**src/rtl/fetch_queue.sv**
```systemverilog
// Fetch stage: PC register, combinational instruction-ROM access and a DEPTH-entry
// prefetch FIFO feeding decode over a valid/ready handshake.
module fetch_queue #(
    parameter int unsigned     XLEN     = 32,
    parameter int unsigned     DEPTH    = 4,
    parameter logic [XLEN-1:0] RESET_PC = '0,
    parameter logic [XLEN-1:0] NOP_WORD = '0
) (
    input  logic                       clk,
    input  logic                       reset,
    output logic [XLEN-1:0]            imem_addr,
    input  logic [XLEN-1:0]            imem_rdata,
    input  logic                       pred_taken,
    input  logic [XLEN-1:0]            pred_target,
    input  logic                       redirect_valid,
    input  logic [XLEN-1:0]            redirect_pc,
    input  logic                       hlt,
    input  logic                       dec_ready,
    output logic                       out_valid,
    output logic [XLEN-1:0]            instr_out,
    output logic [XLEN-1:0]            pc_out,
    output logic [XLEN-1:0]            pc4_out,
    output logic [$clog2(DEPTH+1)-1:0] occupancy,
    output logic                       halted
);

    localparam int unsigned AW = $clog2(DEPTH);
    localparam int unsigned CW = $clog2(DEPTH+1);

    logic [XLEN-1:0] pc;
    logic [AW-1:0]   rd_ptr;
    logic [AW-1:0]   wr_ptr;
    logic [CW-1:0]   count;
    logic            halted_q;

    logic [XLEN-1:0] instr_mem [DEPTH];
    logic [XLEN-1:0] pc_mem    [DEPTH];

    logic full;
    logic head_valid;
    logic deq;
    logic enq;

    always_comb begin
        full       = (count == CW'(DEPTH));
        // A redirect kills the head combinationally so decode never sees a stale entry.
        head_valid = (count != '0) & ~redirect_valid;
        deq        = head_valid & dec_ready;
        enq        = ~halted_q & ~hlt & ~redirect_valid & (~full | deq);
    end

    always_comb begin
        imem_addr = pc;
        out_valid = head_valid;
        occupancy = count;
        halted    = halted_q;
        if (head_valid) begin
            instr_out = instr_mem[rd_ptr];
            pc_out    = pc_mem[rd_ptr];
            pc4_out   = pc_mem[rd_ptr] + XLEN'(4);
        end else begin
            instr_out = NOP_WORD;
            pc_out    = '0;
            pc4_out   = '0;
        end
    end

    always_ff @(posedge clk or negedge reset) begin
        if (!reset) begin
            pc       <= RESET_PC;
            rd_ptr   <= '0;
            wr_ptr   <= '0;
            count    <= '0;
            halted_q <= 1'b0;
        end else if (redirect_valid) begin
            pc       <= redirect_pc;
            rd_ptr   <= '0;
            wr_ptr   <= '0;
            count    <= '0;
            halted_q <= 1'b0;
        end else begin
            if (enq) begin
                pc     <= pred_taken ? pred_target : pc + XLEN'(4);
                wr_ptr <= wr_ptr + AW'(1);
            end
            if (deq) begin
                rd_ptr <= rd_ptr + AW'(1);
            end
            count <= count + CW'(enq) - CW'(deq);
            if (hlt) begin
                halted_q <= 1'b1;
            end
        end
    end

    // Payload storage needs no reset: entries are only read while counted as valid.
    always_ff @(posedge clk) begin
        if (enq) begin
            instr_mem[wr_ptr] <= imem_rdata;
            pc_mem[wr_ptr]    <= pc;
        end
    end

endmodule

```
**config.mk**
```make
export PLATFORM = sky130hd
export DESIGN_NAME = fetch_queue
export DESIGN_NICKNAME = d
export VERILOG_FILES = /design/src/rtl/fetch_queue.sv
export SDC_FILE = /design/constraint.sdc
export NUM_CORES = 1
export LEC_CHECK = 0
export BUFFER_PORTS_ARGS = -buffer_cell sky130_fd_sc_hd__buf_4
export CORE_MARGIN = 2
export CORE_UTILIZATION = 30
export DETAILED_ROUTE_END_ITERATION = 8
export RECOVER_POWER = 50
export SLEW_MARGIN = 20
export SYNTH_ARGS = -nofsm -noshare
export SYNTH_HDL_FRONTEND = slang
export SYNTH_SLANG_ARGS = --single-unit
```
**constraint.sdc**
```tcl
create_clock -name clk -period 3.7 [get_ports clk]
set_input_delay 0.37 -clock clk [delete_from_list [all_inputs] [get_ports clk]]
set_output_delay 0.37 -clock clk [all_outputs]
set_load 0.01 [all_outputs]
```
==> Word level (Yosys, flattened, before mapping) <==
Memory sizes are Yosys's and may differ from the RTL's.
Cells that the tools add are included.
{ "totals": {"regBits": 40, "latchBits": 0, "ram_bits": 256, "romBits": 0, "wordCells": 43, "memories": 2} }
{ "op_classes": {"n_addsub": 6, "n_mul": 0, "n_div": 0, "magnitude_cmp": 0, "n_eq_ne": 1, "n_shift": 0, "mux": 15, "n_bitwise": 10, "n_reduce_logical": 4} }
{ "mem_list": {"columns": ["name", "depth", "width", "rd", "rd_clocked_by_memory_dff", "wr", "line_no", "source"], "rows": [
  ["instr_mem", 4, 32, 1, 0, 1, "36", "logic [XLEN-1:0] instr_mem [DEPTH];"],
  ["pc_mem", 4, 32, 1, 0, 1, "37", "logic [XLEN-1:0] pc_mem [DEPTH];"]
]} }
{ "op_table": {"columns": ["cell", "n"], "rows": [
  ["$mux W32", 6],
  ["$add A32 B3 Y32 const B", 2],
  ["$mux W2", 4],
  ["$reduce_bool A2 Y1", 3],
  ["$and A1 B1 Y1", 5],
  ["$add A2 B1 Y2 const B", 2],
  ["$mux W1", 4],
  ["$not A1 Y1", 4],
  ["$add A3 B1 Y3", 1],
  ["$eq A3 B3 Y1 const B", 1],
  ["$mux W3", 1],
  ["$reduce_bool A3 Y1", 1],
  ["$sub A3 B1 Y3", 1],
  ["$or A1 B1 Y1", 1]
]} }

==> Depth between registers and ports, before layout <==
{ "logic_depth": {"depth_word": 8, "depth_mapped": 14, "mapped_depth_nobuf": 13} }

==> Worst setup path after synthesis <==
OpenSTA, ideal clock, no wires.
{ "synth_timing": {"kind": "register to register", "from": "register halted_q (netlist: halted)", "to": "memory instr_mem[1][0] (enable)", "arrival_time_ps": 2910, "required_time_ps": 3271, "path_slack_ps": 361, "path_stages_with_launch": 7, "path_buffers": 2, "synth_period_minus_slack_ps": 3339, "path_cell_list": "dfrtp_1 -> nor2_1 -> o41ai_1 -> clkbuf_8 -> buf_2 -> nor2_1 -> and2_1"} }
{ "synth_via": {"elab_chain_cells": 6} }
{ "synth_rtl": {"columns": ["element", "line_no", "source"], "rows": [
  ["from (decl)", "34", "logic halted_q;"],
  ["from (signal assigned)", "74", "halted_q <= 1'b0;"],
  ["from (signal assigned)", "80", "halted_q <= 1'b0;"],
  ["from (signal assigned)", "91", "halted_q <= 1'b1;"],
  ["$not A1 Y1", "49", "enq = ~halted_q & ~hlt & ~redirect_valid & (~full | deq);"],
  ["$and A1 B1 Y1 (3 in series)", "49", null],
  ["$mux W1", "98", "if (enq) begin"],
  ["$mux W1 (implied by the code)", "99", "instr_mem[wr_ptr] <= imem_rdata;"],
  ["to (decl)", "36", null]
]} }
Every way passes these cells.

==> Final worst setup path <==
{ "layout_timing": {"from": "register rd_ptr[0]", "to": "output pc4_out[31]"} }
{ "layout_via": {"elab_chain_cells": 3} }
{ "layout_rtl": {"columns": ["element", "line_no", "source"], "rows": [
  ["from (decl)", "31", "logic [AW-1:0] rd_ptr;"],
  ["from (signal assigned)", "87", "rd_ptr <= rd_ptr + AW'(1);"],
  ["$mem_v2 Z4 W32", null, null],
  ["$add A32 B3 Y32", "60", "pc4_out = pc_mem[rd_ptr] + XLEN'(4);"],
  ["$mux W32", "57", "if (head_valid) begin"],
  ["to (decl)", "22", "output logic [XLEN-1:0] pc4_out,"]
]} }
Every way passes these cells.

==> Flow_metrics.wiki <==
{| class="wikitable"
! Metric !! Value
|-
| Critical register-to-register path endpoint || instr_mem[3][18]$_DFFE_PP_
|-
| Core area || 0.0433 mm^2
|-
| Violations in the final reports || capacitance limit, slew limit
|-
| Worst Hold Path EP || imem_addr[2]$_DFFE_PN0P_
|-
| Pre-Repair DR Iteration Count || 8
|-
| Pwr Total || 9.77 mW
|-
| Total count of max-transition violations in the final report || 63
|-
| TritonCTS clock tree || built
|-
| Slew of the pin with the lowest slew margin || 2.37 ns
|-
| Post-route ant nets || 0
|-
| Final critical path time including I/O delays and setup || 3.55 ns
|-
| Status || finished with violations
|-
| Main area contributors after synthesis || sky130_fd_sc_hd__edfxtp_1, sky130_fd_sc_hd__mux4_2, sky130_fd_sc_hd__dfrtp_1
|-
| Total grt overflow || 0
|-
| Number of I/O port buffers || 234
|-
| Number of global-route vias before repair || 8504
|-
| Vert. Die Dim || 214 um
|-
| CTS H-tree depth || 2
|-
| Global router's overall resource usage || 15.3%
|-
| Sequential share of the synthesized area || 65.9%
|-
| Clock net sink count || 296
|-
| Later-pin clock latency in the skew report || 0.54 ns
|-
| Critical path required time || 3.33 ns
|-
| Final clock skew || 0.0341 ns
|-
| Share of synthesized registers carrying an async set or reset || 13.5%
|-
| Number of antenna repair diodes || 0
|-
| Area growth from synthesis to layout || 25.2%
|-
| Mean number of vias per cell || 4.85
|-
| Net count of the mapped netlist || 997
|-
| Combined area of all synthesized cells || 0.0132 mm^2
|-
| Synth top area share || 58.3%
|-
| Die X || 214 um
|-
| Type of destination of the critical path || output port
|-
| Final critical-path share of the clock period || 96.0%
|-
| Number of hold violations in the final report || 0
|-
| Leakage dissipation || 5.90 nW
|-
| Worst reg2reg startpoint || halted$_DFFE_PN0P_
|-
| Initial DRC Count || 483
|-
| Count of pins on the block boundary || 235
|-
| Proportion of layout cells with a drive suffix above 1 || 27.3%
|-
| Max_cap viols || 2
|-
| Number of enable flip-flop cells after synthesis || 256
|-
| Clock buffers created by TritonCTS || 34
|-
| Number of cells in the finished layout apart from fillers || 1739
|-
| Initial antenna violation count || 0
|-
| CP max-delay cell || sky130_fd_sc_hd__dfrtp_4
|-
| DPL Wire Length || 23700 um
|-
| PD cells || 592 mW/mm^2
|-
| Starting density of the core || 30.5%
|-
| Clock slew at reported path FFs || 0.06 ns
|-
| Synthesized instance count || 886
|-
| Placed instance count || 1675
|-
| Count of cell types in the netlist || 50
|-
| Cell at the root of the clock tree || sky130_fd_sc_hd__clkbuf_16
|-
| Global-route wire length before repair || 52200 um
|-
| Worst-case reg-to-reg path depth || 6
|-
| Number of vias in the routed layout || 8426
|-
| Number of remaining DRC errors || 0
|-
| RD Place Congestion || 0.749
|-
| Launch point of the worst hold path || redirect_pc[2]
|-
| Clock Path Buffers || 3
|-
| Num rows || 76
|-
| # nets final || 1243
|-
| Ys flop type || sky130_fd_sc_hd__edfxtp_1
|-
| Rel. slew slack || -57.8%
|-
| Routed wire per std cell || 19.9 um
|-
| Setup total negative slack || 0 ns
|-
| Kind of launch point of the worst setup path || flop
|-
| IR drop worst, VDD || 0.000293 V
|-
| Mapped Avg Cell Area || 14.9 um^2
|-
| Class of the tightest hold or removal check || in2reg
|-
| Largest net degree at the start of global routing || 72
|-
| FMAX || 282 MHz
|-
| Post-synthesis sequential element count || 296
|-
| Crit path max fanout || 11
|-
| DIE AREA || 0.0456 mm^2
|-
| Critical Path, Cell by Cell || buf_12 > mux4_1 > nand4_2 > nor4_4 > nand4_1 > xor2_1 > nor2_1 > buf_4
|-
| Critical Path Max Stage Delay || 0.52 ns
|-
| Number of warnings issued by yosys || 0
|-
| Most area-hungry cell type in the Yosys netlist || sky130_fd_sc_hd__edfxtp_1
|-
| Arrival time worst endpoint || 3.18 ns
|-
| Total wire length after detailed routing || 34600 um
|-
| WS Path Type || reg2out
|-
| Final setup vio count || 0
|-
| Worst hold stages || 3
|-
| Reg-to-reg slack, setup || 0.28 ns
|}
## logic make-up (layout without fill, tap and decap cells)
kind of cell	count (synthesis)	after routing	share of synthesized area, %
flops	296	296	65.9
xor+xnor	29	29	1.93
compound gates	112	112	5.71
buf+inv	73	341	2.67
simple gates	294	294	11.3
fa+ha+maj	9	9	0.911
mux	73	73	11.6
## layout by cell type (no fill, tap or decap), drive strengths merged, types with 2 or more instances in the layout
master and instances:
a21o 5, a21oi 19, a221oi 5, a22o 17
a22oi 2, and2 65, and3 9, and4 2
buf 186, bufinv 3, clkbuf 116, clkinv 10
dfrtp 40, edfxtp 256, ha 8, inv 24
mux2i 9, mux4 63, nand2 74, nand2b 2
nand3 23, nand4 15, nor2 82, nor2b 2
nor3 11, nor4 2, o21ai 32, o2bb2ai 3
o31ai 24, o41ai 2, or2 2, or3 2
xnor2 10, xor2 19
## metal layers
| layer | vias to the layer above | global-route usage, % | part of all wire, % | wire length [um] |
|---|---|---|---|---|
| met5 | - | 0 | 0 | 0 |
| li1 | 3855 | - | - | - |
| met4 | 0 | 5.27 | 2.5 | 878 |
| met3 | 53 | 3.59 | 6.3 | 2180 |
| met2 | 253 | 24.1 | 46 | 16000 |
| met1 | 4265 | 20.9 | 45 | 15600 |
## sequential cells by signal (all words and copies together) (netlist names)
register	cells
wr_ptr	2
pc_mem	128
imem_addr	32
instr_mem	128
halted	1
rd_ptr	2
occupancy	3
## area by class of cell
type	count	area (um^2)
Clock buffer	44	910
Timing Repair Buffer	259	1750
Fill cell	4148	26800
Inverter	24	90.1
Sequential cell	296	8700
Multi-Input combinational cell	517	4160
Clock inverter	14	165
Tap cell	585	732
## synth_stat cells, drive strengths merged (11+ instances only)
master / number
edfxtp: 256
clkbuf: 24
nor3: 11
buf: 25
o31ai: 24
nand3: 23
nand4: 15
xor2: 19
dfrtp: 40
a21oi: 19
and2: 65
nand2: 74
inv: 24
o21ai: 32
nor2: 82
mux4: 63
a22o: 17
## power breakdown
part	total (mW)	internal, mW	switching, mW
registers	4.12	3.87	0.251
logic	2.39	1.11	1.27
clock network	3.26	1.95	1.32
total	9.77	6.93	2.84
## worst max-delay path by stage
stage                                startpoint                         to  slack (ns)  cells past startpoint
after detailed placement  rd_ptr[0]$_DFFE_PN0P_                pc4_out[28]        0.54                      9
after floorplan              halted$_DFFE_PN0P_  instr_mem[1][0]$_DFFE_PP_        0.36                      6
after global placement    rd_ptr[0]$_DFFE_PN0P_                pc4_out[28]        0.57                      9
after CTS                 rd_ptr[0]$_DFFE_PN0P_                pc4_out[31]        0.02                      9
after global routing      rd_ptr[0]$_DFFE_PN0P_                pc4_out[31]      -0.001                      8
final                     rd_ptr[0]$_DFFE_PN0P_                pc4_out[31]        0.15                      8
## worst max-delay path: cells and delay by family, from the launching register on
family | cells | cell delay, ns
xor gates and xnor gates | 1 | 0.18
muxes | 1 | 0.43
buffers and inverters | 2 | 0.35
and+or+nand+nor | 4 | 1.14
DFF | 1 | 0.52
## timing repair
action,CTS,global route
pin swaps,0,0
setup buffers,0,5
endpoints found under the hold margin,40,0
setup endpoints to repair,1,9
hold buffers,1,0
resized for setup,1,3
## through the flow
| stage | cell area, um^2 | setup slack, ns | hold slack (ns) | utilization (%) |
|---|---|---|---|---|
| final | 16500 | 0.149 | 0.0508 | 38.1 |
| after global routing | 16500 | -0.00115 | 0.0320 | 38.1 |
| after CTS | 16700 | 0.0232 | 0.00571 | 38.6 |
| after detailed placement | 15600 | 0.543 | 0.410 | 36.1 |
| after global placement | 15600 | 0.565 | 0.409 | 36.1 |
| after floorplan | 13200 | 0.361 | 0.0744 | - |
(Power assumes the default switching activity.)
